`src/rtl/muldiv_pkg.sv`:
```
// Shared types and sizing for the iterative multiply/divide unit.
package muldiv_pkg;

  localparam int WIDTH = 32;
  localparam int ITER  = WIDTH;
  localparam int CNT_W = $clog2(ITER + 1);

  typedef enum logic [1:0] {IDLE, RUN, FIX} state_t;
  typedef enum logic {OP_MUL, OP_DIV} op_t;

endpackage

```
`src/rtl/muldiv_step.sv`:
```
// One combinational iteration: shift-add multiply step or restoring divide step.
module muldiv_step
  import muldiv_pkg::*;
#(
  parameter int WIDTH = muldiv_pkg::WIDTH
) (
  input  op_t              op_i,
  input  logic [WIDTH-1:0] acc_i,
  input  logic [WIDTH-1:0] mcand_i,
  input  logic [WIDTH-1:0] mplier_i,
  output logic [WIDTH-1:0] acc_o,
  output logic [WIDTH-1:0] mplier_o
);

  logic [WIDTH:0] sum;
  logic [WIDTH:0] add_sel;
  logic [WIDTH:0] diff;
  logic           ge;

  always_comb begin
    sum      = {1'b0, acc_i} + {1'b0, mcand_i};
    add_sel  = mplier_i[0] ? sum : {1'b0, acc_i};
    // Remainder stays below the divisor magnitude (<= 2^(WIDTH-1)), so the
    // shifted remainder fits in WIDTH+1 bits and diff's MSB is the borrow.
    diff     = {acc_i, mplier_i[WIDTH-1]} - {1'b0, mcand_i};
    ge       = ~diff[WIDTH];
    acc_o    = '0;
    mplier_o = '0;
    if (op_i == OP_MUL) begin
      acc_o    = add_sel[WIDTH:1];
      mplier_o = {add_sel[0], mplier_i[WIDTH-1:1]};
    end else begin
      acc_o    = ge ? diff[WIDTH-1:0] : {acc_i[WIDTH-2:0], mplier_i[WIDTH-1]};
      mplier_o = {mplier_i[WIDTH-2:0], ge};
    end
  end

endmodule

```
`src/rtl/muldiv_unit.sv`:
```
// Multi-cycle signed mult/div sequencer owning HI/LO, with EX-stage stall.
module muldiv_unit #(
  parameter int WIDTH = muldiv_pkg::WIDTH,
  parameter int ITER  = muldiv_pkg::ITER
) (
  input  logic             clk,
  input  logic             rst_n,
  input  logic             start_mul,
  input  logic             start_div,
  input  logic             rd_hi,
  input  logic             rd_lo,
  input  logic [WIDTH-1:0] op_a,
  input  logic [WIDTH-1:0] op_b,
  output logic             busy,
  output logic             stall,
  output logic [WIDTH-1:0] rd_data,
  output logic [WIDTH-1:0] hi_q,
  output logic [WIDTH-1:0] lo_q
);
  import muldiv_pkg::*;

  localparam int CNT_BITS = $clog2(ITER + 1);

  state_t                state_q;
  op_t                   op_q;
  logic [CNT_BITS-1:0]   cnt_q;
  logic [WIDTH-1:0]      acc_q, mcand_q, mplier_q, a_q;
  logic                  sign_a_q, sign_b_q, div0_q;
  logic [WIDTH-1:0]      acc_d, mplier_d;
  logic [WIDTH-1:0]      abs_a, abs_b;
  logic [2*WIDTH-1:0]    prod;

  muldiv_step #(.WIDTH(WIDTH)) u_step (
    .op_i     (op_q),
    .acc_i    (acc_q),
    .mcand_i  (mcand_q),
    .mplier_i (mplier_q),
    .acc_o    (acc_d),
    .mplier_o (mplier_d)
  );

  // -2^(WIDTH-1) negates to itself, which is its correct unsigned magnitude.
  assign abs_a = op_a[WIDTH-1] ? -op_a : op_a;
  assign abs_b = op_b[WIDTH-1] ? -op_b : op_b;
  assign prod  = {acc_q, mplier_q};

  assign busy    = (state_q != IDLE);
  assign stall   = busy & (start_mul | start_div | rd_hi | rd_lo);
  assign rd_data = rd_hi ? hi_q : lo_q;

  always_ff @(posedge clk or negedge rst_n) begin
    if (!rst_n) begin
      state_q  <= IDLE;
      op_q     <= OP_MUL;
      cnt_q    <= '0;
      acc_q    <= '0;
      mcand_q  <= '0;
      mplier_q <= '0;
      a_q      <= '0;
      sign_a_q <= 1'b0;
      sign_b_q <= 1'b0;
      div0_q   <= 1'b0;
      hi_q     <= '0;
      lo_q     <= '0;
    end else begin
      case (state_q)
        IDLE: begin
          if (start_mul || start_div) begin
            op_q     <= start_mul ? OP_MUL : OP_DIV;
            sign_a_q <= op_a[WIDTH-1];
            sign_b_q <= op_b[WIDTH-1];
            div0_q   <= (op_b == '0);
            a_q      <= op_a;
            acc_q    <= '0;
            cnt_q    <= '0;
            mcand_q  <= start_mul ? abs_a : abs_b;
            mplier_q <= start_mul ? abs_b : abs_a;
            state_q  <= RUN;
          end
        end
        RUN: begin
          acc_q    <= acc_d;
          mplier_q <= mplier_d;
          cnt_q    <= cnt_q + 1'b1;
          if (cnt_q == CNT_BITS'(ITER - 1)) state_q <= FIX;
        end
        FIX: begin
          if (op_q == OP_MUL) begin
            {hi_q, lo_q} <= (sign_a_q ^ sign_b_q) ? -prod : prod;
          end else if (div0_q) begin
            hi_q <= a_q;
            lo_q <= '1;
          end else begin
            lo_q <= (sign_a_q ^ sign_b_q) ? -mplier_q : mplier_q;
            hi_q <= sign_a_q ? -acc_q : acc_q;
          end
          state_q <= IDLE;
        end
        default: state_q <= IDLE;
      endcase
    end
  end

endmodule

```
`config.mk`:
```
export PLATFORM = sky130hd
export DESIGN_NAME = muldiv_unit
export DESIGN_NICKNAME = d
export VERILOG_FILES = /design/src/rtl/muldiv_pkg.sv /design/src/rtl/muldiv_step.sv /design/src/rtl/muldiv_unit.sv
export SDC_FILE = /design/constraint.sdc
export NUM_CORES = 1
export LEC_CHECK = 0
export BUFFER_PORTS_ARGS = -buffer_cell sky130_fd_sc_hd__buf_2
export CORE_MARGIN = 10
export CORE_UTILIZATION = 39
export CTS_BUF_LIST = sky130_fd_sc_hd__clkbuf_2 sky130_fd_sc_hd__clkbuf_4 sky130_fd_sc_hd__clkbuf_8
export DETAILED_ROUTE_END_ITERATION = 6
export HOLD_SLACK_MARGIN = 0.02
export PLACE_DENSITY = 0.53
export SLEW_MARGIN = 20
export SYNTH_ARGS = -nofsm -noshare
export SYNTH_HDL_FRONTEND = slang
export SYNTH_SLANG_ARGS = --single-unit
```
`constraint.sdc`:
```
create_clock -name clk -period 4.65 [get_ports clk]
set_input_delay 0.6975 -clock clk [delete_from_list [all_inputs] [get_ports clk]]
set_output_delay 0.6975 -clock clk [all_outputs]
set_load 0.05 [all_outputs]
```
# Word-level counts from Yosys, hierarchy flattened

Index checks and enable logic that the tools add are counted.

Add/subtract/negate cells: 8
Equality and inequality tests: 5
Multiplexer cells: 26
Bitwise gates (word level): 6
Reductions and logical operators: 8

Operators by type and width:

| kind                                                 | number |
|---|---|
| 2-to-1 mux 32 bit                                    | 16 |
| negator 32 bit                                       | 4 |
| one-hot mux 32 bit (2 select lines)                  | 2 |
| 2-to-1 mux 64 bit                                    | 1 |
| negator 64 bit                                       | 1 |
| adder 32 x 32 -> 33 bit                              | 1 |
| 2-to-1 mux 33 bit                                    | 1 |
| subtractor 33 x 32 -> 33 bit                         | 1 |
| logical NOT 32 bit                                   | 1 |
| one-hot mux 6 bit (2 select lines)                   | 1 |
| adder 6 x 1 -> 6 bit (second input constant)         | 1 |
| equality test 6 x 5 -> 1 bit (second input constant) | 1 |
| 2-to-1 mux 6 bit                                     | 1 |
| AND reduction 2 bit                                  | 3 |
| 2-to-1 mux 2 bit                                     | 2 |
| != test 2 bit (second input constant)                | 2 |
| one-hot mux 2 bit (2 select lines)                   | 1 |
| nonzero test 2 bit                                   | 2 |
| OR 1 bit                                             | 3 |
| equality test 2 x 1 -> 1 bit (second input constant) | 1 |
| equality test 2 bit (second input constant)          | 1 |
| logical NOT 2 bit                                    | 1 |
| bitwise AND 1 bit                                    | 1 |
| logical OR 1 bit                                     | 1 |
| other kinds (3)                                      | 3 |

Bits in registers: 204
Bits of input ports: 70
Output and inout port bits: 98
Word-level logic and storage cells: 65

# Depth between registers and ports, before layout

Gate-level depths: netlist of the first run.

Word-level depth: 5
Depth in mapped cells: 14
Depth with buffers taken out: 12

# Cells and area by module

Synthesis of the first run repeated with hierarchy kept, for this count alone.

Cells, all modules: 2,148
Area, all modules: 17,525.6 sq um

Modules (own cells, without submodules):

| module      | times used | cells each | area each (sq um) | seq. area each (sq um) |
|---|---|---|---|---|
| muldiv_unit | 1          | 1,457      | 12,687.2          | 5,079.9 |
| muldiv_step | 1          | 691        | 4,838.4           | 0.0 |

# Least setup slack after synthesis of the first run

No wires, ideal clock.

Path kind: reg-to-reg
From: register mplier_q[31]
To: register acc_q[16]
Library setup time: 0.126 ns
Arrival: 3.233 ns
Data required time: 4.524 ns
Path slack: 1.291 ns
Stages on the path, launching flop included: 14
Buffers on the path: 1
Period minus slack after synthesis: 3.359 ns
Cell sequence: dfrtp_1 > inv_1 > ha_1 > fa_1 > nand2b_1 > a21oi_1 > o31a_1 > a21oi_1 > and4_1 > or3_1 > nand2_1 > buf_2 > mux2_2 > a221o_1

Word-level cells in the longest chain between the ends: 4

Ends and longest elaborated chain:

| what                                | RTL line          | text |
|---|---|---|
| start: declaration                  | muldiv_unit.sv:27 | `logic [WIDTH-1:0] acc_q, mcand_q, mplier_q, a_q;` |
| start signal: assignment            | muldiv_unit.sv:77 | `mplier_q <= start_mul ? abs_b : abs_a;` |
| start signal: assignment            | muldiv_unit.sv:83 | `mplier_q <= mplier_d;` |
| subtractor 33 x 32 -> 33 bit        | muldiv_step.sv:25 | `diff = {acc_i, mplier_i[WIDTH-1]} - {1'b0, mcand_i};` |
| 2-to-1 mux 32 bit                   | muldiv_step.sv:33 | `acc_o = ge ? diff[WIDTH-1:0] : {acc_i[WIDTH-2:0], mplier_i[WIDTH-1]};` |
| 2-to-1 mux 32 bit                   | muldiv_step.sv:29 | `if (op_i == OP_MUL) begin` |
| one-hot mux 32 bit (2 select lines) | muldiv_unit.sv:66 | `case (state_q)` |
| end signal: assignment              | muldiv_unit.sv:56 | `acc_q <= '0;` |
| end signal: assignment              | muldiv_unit.sv:74 | `acc_q <= '0;` |
| end signal: assignment              | muldiv_unit.sv:82 | `acc_q <= acc_d;` |
| end: declaration                    | muldiv_unit.sv:27 |  |

No other way between the ends.
A chain may end at the register's enable or synchronous reset.

# Final worst setup path of the first run

From: register mplier_q[31]
To: register acc_q[21]

The elaborated chain is that of the path after synthesis.

==> metrics, run 1 <==
status completed; final hold vios 0; Mapped Nets 2309; Hold-fix buffers, CTS 0; Setup CP Type flip-flop to flip-flop; die area approximately 0.053 mm²; part of the power in registers 0.195; xor/xnor share of the synthesized area 0.09791; Final Skew between 0.03 and 0.04 ns; hold slack 0.05431 ns; ys async rst share 1.000; post-synthesis sequential area ratio 0.2958; WP data required roughly 5 ns; Synth top area share 0.2958; Netlist cell types 80; M1 WL 30140 µm; Slew Limit Fails 0; final setup violation count 0; GR Overflow Total 0; final worst-path cycle share 0.8942; fill count ~4400; crit path cell chain inv_1 -> ha_1 -> fa_1 -> nand2b_1 -> a21oi_1 -> o31a_1 -> a21oi_1 -> and4_1 -> or3_1 -> nand2_1 -> mux2_2 -> a221o_1; vias in the first global route 16839; Post-synth EDFFs 0; core box area around 0.043 mm²; VDD IR-drop max 0.2960 mV; wire per inst 23.79 µm; Critical Path AT 4.65 ns; H-tree lvl count 2; reg2reg end acc_q[21]$_DFFE_PN0P_; crit path time final 4.158 ns; R2R Setup Slk 0.49 ns; register bit total from synthesis 203; WP buf/inv 1; share of layout cells above drive strength 1 0.1615; Die W 229.9 µm; commonest cells in the netlist nand2_1 (299), dfrtp_1 (203), a21oi_1 (194), o21ai_0 (163), nor2_1 (155); DIE HEIGHT 229.9 µm; # IOs 168; count leader, synth nand2_1; Switching Share 0.5170; CP endpoint kind flip-flop; delay-heaviest family, CP simple AND/OR/NAND/NOR gates; Total GRT Usage 0.2521; Crit-path slowest cell nand2_1; design area a little under 0.02 mm²; Cell Area, Placed around 0.019 mm²; Post-DRT Antenna Nets 0; CP Launch Type flip-flop; clk slew on worst S/H paths 0.06 ns; Synth Area in Compound Gates 0.2505; Vias 17183; WL met3 4969 µm; highest metal used met5; dpl ws approximately 0.62 ns; setup tns final 0 ns; post-CTS setup buffers 0; first-pass GRT wire length 105000 µm; NetSw 8662 µW; Worst Setup SP mplier_q[31]$_DFFE_PN0P_; Worst-Skew Late Latency 0.62 ns; n_diodes 0; most frequent CP cell a21oi_1; DRC Markers 0; Comb pwr share 0.685; mux contribution to synthesized area 0.06935; Critical Path Fanout Max 13; Post-Synth Simple-Gate Area 0.1839; post-synth top area cell dfrtp_1; post-DP HPWL between 50000 and 60000 µm; Synth Warn # 0; Syn-to-layout area delta 13.41%; pin count of the biggest net entering global routing 83; Hold WC Path Type input pin to async pin; Final GP Congestion 0.9848; TritonRoute pass-1 iters 5; Final #Nets 2418; post-CTS resize count 0; Adder-Cell Fraction of Synth Area 0.05260; clock sinks 203; syn_area_per_cell 7.922 µm²; largest cells by area after synthesis dfrtp_1 (30%), nand2_1 (6.5%), xnor2_1 (6.4%); relative slew slack 0.2519; Setup WS post-layout 0.4921 ns; Max Freq 240.5 MHz; RSZ-0062 raised after global routing no; Total Wirelength ~69000 µm; CTS Buf Count 40; Leak Pwr 0.008827 µW; TritonCTS clock tree built; Max-Cap Viols 0; Least-Margin Pin Slew 1.121 ns; largest family of logic cells by synthesized area compound AO/OA/AOI/OAI gates; Cell Area, Synth between 0.015 and 0.02 mm²; Power Dens Cells 860.1 mW/mm²; CTS Buffer Depth 3; Rows 76; CP max stage delay 0.57 ns; Via density roughly 5.9; met2 wire len 31360 µm; Initial Util 0.3970; ys flop type dfrtp_1; reg2reg start mplier_q[31]$_DFFE_PN0P_; clk root buf clkbuf_8; clock group share of total power 0.120; Port Buffer Count 167; internal power 8091 µW; antenna violations before repair 2; R2R depth 12; drt initial violations around 1600; Mapped Cells approximately 2200
[layout by cell type, fill, tap and decap left out, types with 35 or more instances in the layout]
master	netlist	layout
a21oi_1	194	193
buf_2	8	166
buf_4	2	55
clkbuf_8	0	47
dfrtp_1	203	202
ha_1	69	69
inv_1	64	64
mux2_2	40	40
mux2i_1	74	74
nand2_1	299	299
nand3_1	36	36
nor2_1	155	153
nor3_1	35	35
o211ai_1	36	36
o21ai_0	163	163
xnor2_1	125	124
xor2_1	67	66
[stage by stage]
step	utilization	power, µW	std cells
3_3_place_gp	0.4307	14510	2820
4_1_cts	0.4502	16600	2888
2_1_floorplan	-	11290	2168
6_report	0.4502	16750	2888
5_1_grt	0.4502	18050	2888
3_5_place_dp	0.4307	14530	2820
[sequential cells by signal, summed over array words and instances, names as in the netlist]
register,cells
mplier_q,32
op_q,1
sign_b_q,1
lo_q,32
cnt_q,6
a_q,32
state_q,2
acc_q,32
mcand_q,32
hi_q,32
div0_q,1
[routing by layer]
layer | GRT usage | vias to the layer above
li1 | - | 8044
met1 | 0.3393 | 8370
met2 | 0.4005 | 646
met3 | 0.04580 | 121
met4 | 0.08243 | 2
met5 | 0 | -
[final cells by class]
type / count / area, µm² / area share
multi-input combinational: 1742 / 11290 / 0.5796
sequential: 203 / 5084 / 0.2610
timing repair buffer: 223 / 1279 / 0.06565
clock buffer: 61 / 752.0 / 0.03860
tap: 585 / 732.0 / 0.03758
inverter: 67 / 251.5 / 0.01291
clock inverter: 7 / 91.34 / 0.004689
[cells by family after synthesis]
group	Yosys count
flops	203
compound gates	682
mux	114
simple gates	683
xor+xnor	192
buf+inv	223
fa+ha+maj	71
[how the worst max path moves through the flow]
stage	endpoint	slack, ns	cells past startpoint
after floorplan	acc_q[16]$_DFFE_PN0P_	1.29	13
after global placement	acc_q[12]$_DFFE_PN0P_	0.73	12
after detailed placement	acc_q[12]$_DFFE_PN0P_	0.62	12
after CTS	acc_q[21]$_DFFE_PN0P_	0.56	12
after global routing	acc_q[21]$_DFFE_PN0P_	0.28	12
final	acc_q[21]$_DFFE_PN0P_	0.49	12
[power by group through the flow]
stage	clock (µW)	sequential [µW]	combinational, µW
3_3_place_gp	0	3260	11300
6_report	2000	3270	11500
2_1_floorplan	0	2980	8320
3_5_place_dp	0	3280	11300
4_1_cts	2030	3260	11300
5_1_grt	2120	3360	12600
[worst register-to-register path: stages, from the launching register on]
cell	delay, ns
dfrtp_1	0.46
inv_1	0.11
ha_1	0.23
fa_1	0.41
nand2b_1	0.20
a21oi_1	0.25
o31a_1	0.23
a21oi_1	0.17
and4_1	0.29
or3_1	0.40
nand2_1	0.58
mux2_2	0.41
a221o_1	0.29
Power figures use the tool's default switching activity.
==> run 2, diff against run 1 <==
--- a/config.mk
+++ b/config.mk
@@ -7,11 +7,11 @@
 export LEC_CHECK = 0
 export BUFFER_PORTS_ARGS = -buffer_cell sky130_fd_sc_hd__buf_2
 export CORE_MARGIN = 10
-export CORE_UTILIZATION = 39
+export CORE_UTILIZATION = 37
 export CTS_BUF_LIST = sky130_fd_sc_hd__clkbuf_2 sky130_fd_sc_hd__clkbuf_4 sky130_fd_sc_hd__clkbuf_8
 export DETAILED_ROUTE_END_ITERATION = 6
 export HOLD_SLACK_MARGIN = 0.02
-export PLACE_DENSITY = 0.53
+export PLACE_DENSITY = 0.51
 export SLEW_MARGIN = 20
 export SYNTH_ARGS = -nofsm -noshare
 export SYNTH_HDL_FRONTEND = slang
==> run 2 against run 1 <==
  * Sequential share of layout area is essentially flat
  * Critical path type unchanged
  * Design area shrank 0.13%
  * Global-route usage shrank 1.5 points
  * Register-to-register slack gained 0.03 ns
  * Utilization shrank 2.4 points
  * Worst setup slack gained 0.033 ns
  * First-iteration DRC count shrank 16%
  * Flip-flop and latch count is the same
  * Die area grew 4.9%
  * Non-clock buffer count grew 1
  * Via count shrank 0.49%
  * Largest power group unchanged
  * Power shrank 0.39%
==> metrics, run 2 (synthesized netlist as in run 1, its figures left out) <==
status completed; Final GP Congestion 0.9919 (+0.72%); commonest non-fill, non-tap cells in the layout nand2_1 (299), dfrtp_1 (202), a21oi_1 (193), buf_2 (166), o21ai_0 (163); clock sinks 203 (unchanged); most common cell after layout, fill and taps aside nand2_1; placed insts 2836 (+0.57%); setup tns final 0 ns (unchanged); register area 0.005084 mm² (unchanged); CP Launch Type flip-flop; antenna violations before repair 3 (+1); Setup CP Type flip-flop to flip-flop; footprint of the multi-input gates 0.01130 mm² (about the same); Rows 78 (+2.6%); NetSw 8710 µW (+0.55%); Critical Path Fanout Max 13 (unchanged); Vias 17098 (-0.49%); Total Wirelength 68900 µm (+0.27%); clock group share of total power 0.111 (-0.009); Max-Cap Viols 0 (unchanged); CTS Buf Count 40 (unchanged); vias in the first global route 16640 (-1.2%); final setup violation count 0 (unchanged); Max Freq 242.4 MHz (+0.79%); Least-Margin Pin Slew 1.040 ns (-0.08152 ns); Final Skew 0.02226 ns (-0.01158 ns); reg2reg start mplier_q[31]$_DFFE_PN0P_; WP data required 5.15 ns (about the same); share of layout cells above drive strength 1 0.1620 (+0.0004342); clk root buf clkbuf_8; Syn-to-layout area delta 13.27%; Post-DRT Antenna Nets 0 (unchanged); Leak Pwr 0.008813 µW (-0.16%); core box area 0.04567 mm² (+5.6%); TritonRoute pass-1 iters 5 (unchanged); VDD IR-drop max 0.3521 mV (+19%); Critical Path AT 4.62 ns (-0.03 ns); Hold WC Path Type input pin to async pin; final worst-path cycle share 0.8871 (-0.007023); pin count of the biggest net entering global routing 93 (+12%); Total GRT Usage 0.2374 (-0.01469); internal power 7979 µW (-1.4%); # IOs 168 (unchanged); Slew Limit Fails 0 (unchanged); Worst Setup SP mplier_q[31]$_DFFE_PN0P_; total power 16690 µW (-0.39%); clk slew on worst S/H paths 0.06 ns (about the same); Comb pwr share 0.692 (+0.007); Initial Util 0.3760 (-0.02092); Final #Nets 2419 (+0.041%); drt initial violations 1317 (-16%); final hold vios 0 (unchanged); Switching Share 0.5219 (+0.004883); Worst-Skew Late Latency 0.62 ns (about the same); die area 0.05544 mm² (+4.9%); relative slew slack 0.3043 (+0.05241); H-tree lvl count 2 (unchanged); DIE HEIGHT 235.5 µm (+2.4%); capture point of the critical path acc_q[21]$_DFFE_PN0P_; part of the power in registers 0.197 (+0.002); wire per inst 23.73 µm (-0.28%); Final Non-Filler Cells 2904 (+0.55%); DRC Markers 0 (unchanged); reg2reg end acc_q[21]$_DFFE_PN0P_; GR Overflow Total 0 (unchanged); R2R depth 12 (unchanged); post-DP HPWL 52300 µm (+0.51%); first-pass GRT wire length 104200 µm (-0.79%); crit path time final 4.125 ns (-0.03266 ns); post-CTS setup buffers 0 (unchanged); CP endpoint kind flip-flop; fill count 4715 (+8.3%); CTS Buffer Depth 3 (unchanged); TritonCTS clock tree built; Die W 235.5 µm (+2.4%); Power Dens Cells 857.9 mW/mm² (-0.26%); Via density 5.888 (-1.0%); Port Buffer Count 167 (unchanged); post-CTS resize count 0 (unchanged); Hold-fix buffers, CTS 0 (unchanged); RSZ-0062 raised after global routing no; R2R Setup Slk 0.52 ns (+0.03 ns)
[run 2: per-stage QoR]
stage	hold WS (ns)	worst slack (ns)	utilization	cell area, µm²
2_1_floorplan	0.4019	1.291	-	17180
3_3_place_gp	0.4661	0.7249	0.4088	18670
3_5_place_dp	0.4625	0.6023	0.4089	18680
4_1_cts	0.1766	0.5812	0.4258	19450
5_1_grt	0.2156	0.2567	0.4259	19450
6_report	0.1607	0.5248	0.4259	19450
[run 2: metal layers]
layer | vias up | share of wire | track usage
li1 | 8062 | - | -
met1 | 8290 | 0.45 | 0.3203
met2 | 628 | 0.45 | 0.3750
met3 | 116 | 0.063 | 0.04150
met4 | 2 | 0.035 | 0.08135
met5 | - | 0.00010 | 0
[run 2: how the worst min path moves through the flow]
stage	startpoint	end	slack [ns]	depth (start not counted)
floorplan	rst_n	a_q[0]$_DFFE_PN0P_	0.40	0
global placement	a_q[14]$_DFFE_PN0P_	a_q[14]$_DFFE_PN0P_	0.47	2
detailed placement	a_q[30]$_DFFE_PN0P_	a_q[30]$_DFFE_PN0P_	0.46	2
CTS	rst_n	a_q[29]$_DFFE_PN0P_	0.18	1
global route	rst_n	lo_q[24]$_DFFE_PN0N_	0.22	1
finish	rst_n	a_q[29]$_DFFE_PN0P_	0.16	1
[run 2: critical path: stages (launching register included)]
cell	delay [ns]
dfrtp_1	0.45
inv_1	0.13
ha_1	0.24
fa_1	0.40
nand2b_1	0.19
a21oi_1	0.24
o31a_1	0.22
a21oi_1	0.17
and4_1	0.29
or3_1	0.41
nand2_1	0.57
mux2_2	0.41
a221o_1	0.29
[run 2: power groups by stage]
stage	sequential [µW]	clock [µW]	combinational [µW]
6_report	3290	1860	11500
5_1_grt	3370	1980	12600
4_1_cts	3280	1900	11400
3_5_place_dp	3300	0	11300
3_3_place_gp	3300	0	11300
2_1_floorplan	2980	0	8320
[run 2: final cells by class]
class / count / area share
repair buffers: 224 / 0.06670
clock inverters: 8 / 0.002380
inverters: 67 / 0.01293
multi-input cells: 1742 / 0.5807
flip-flops and latches: 203 / 0.2613
well taps: 600 / 0.03859
clock buffers: 59 / 0.03724
diodes: 1 / 0.0001286
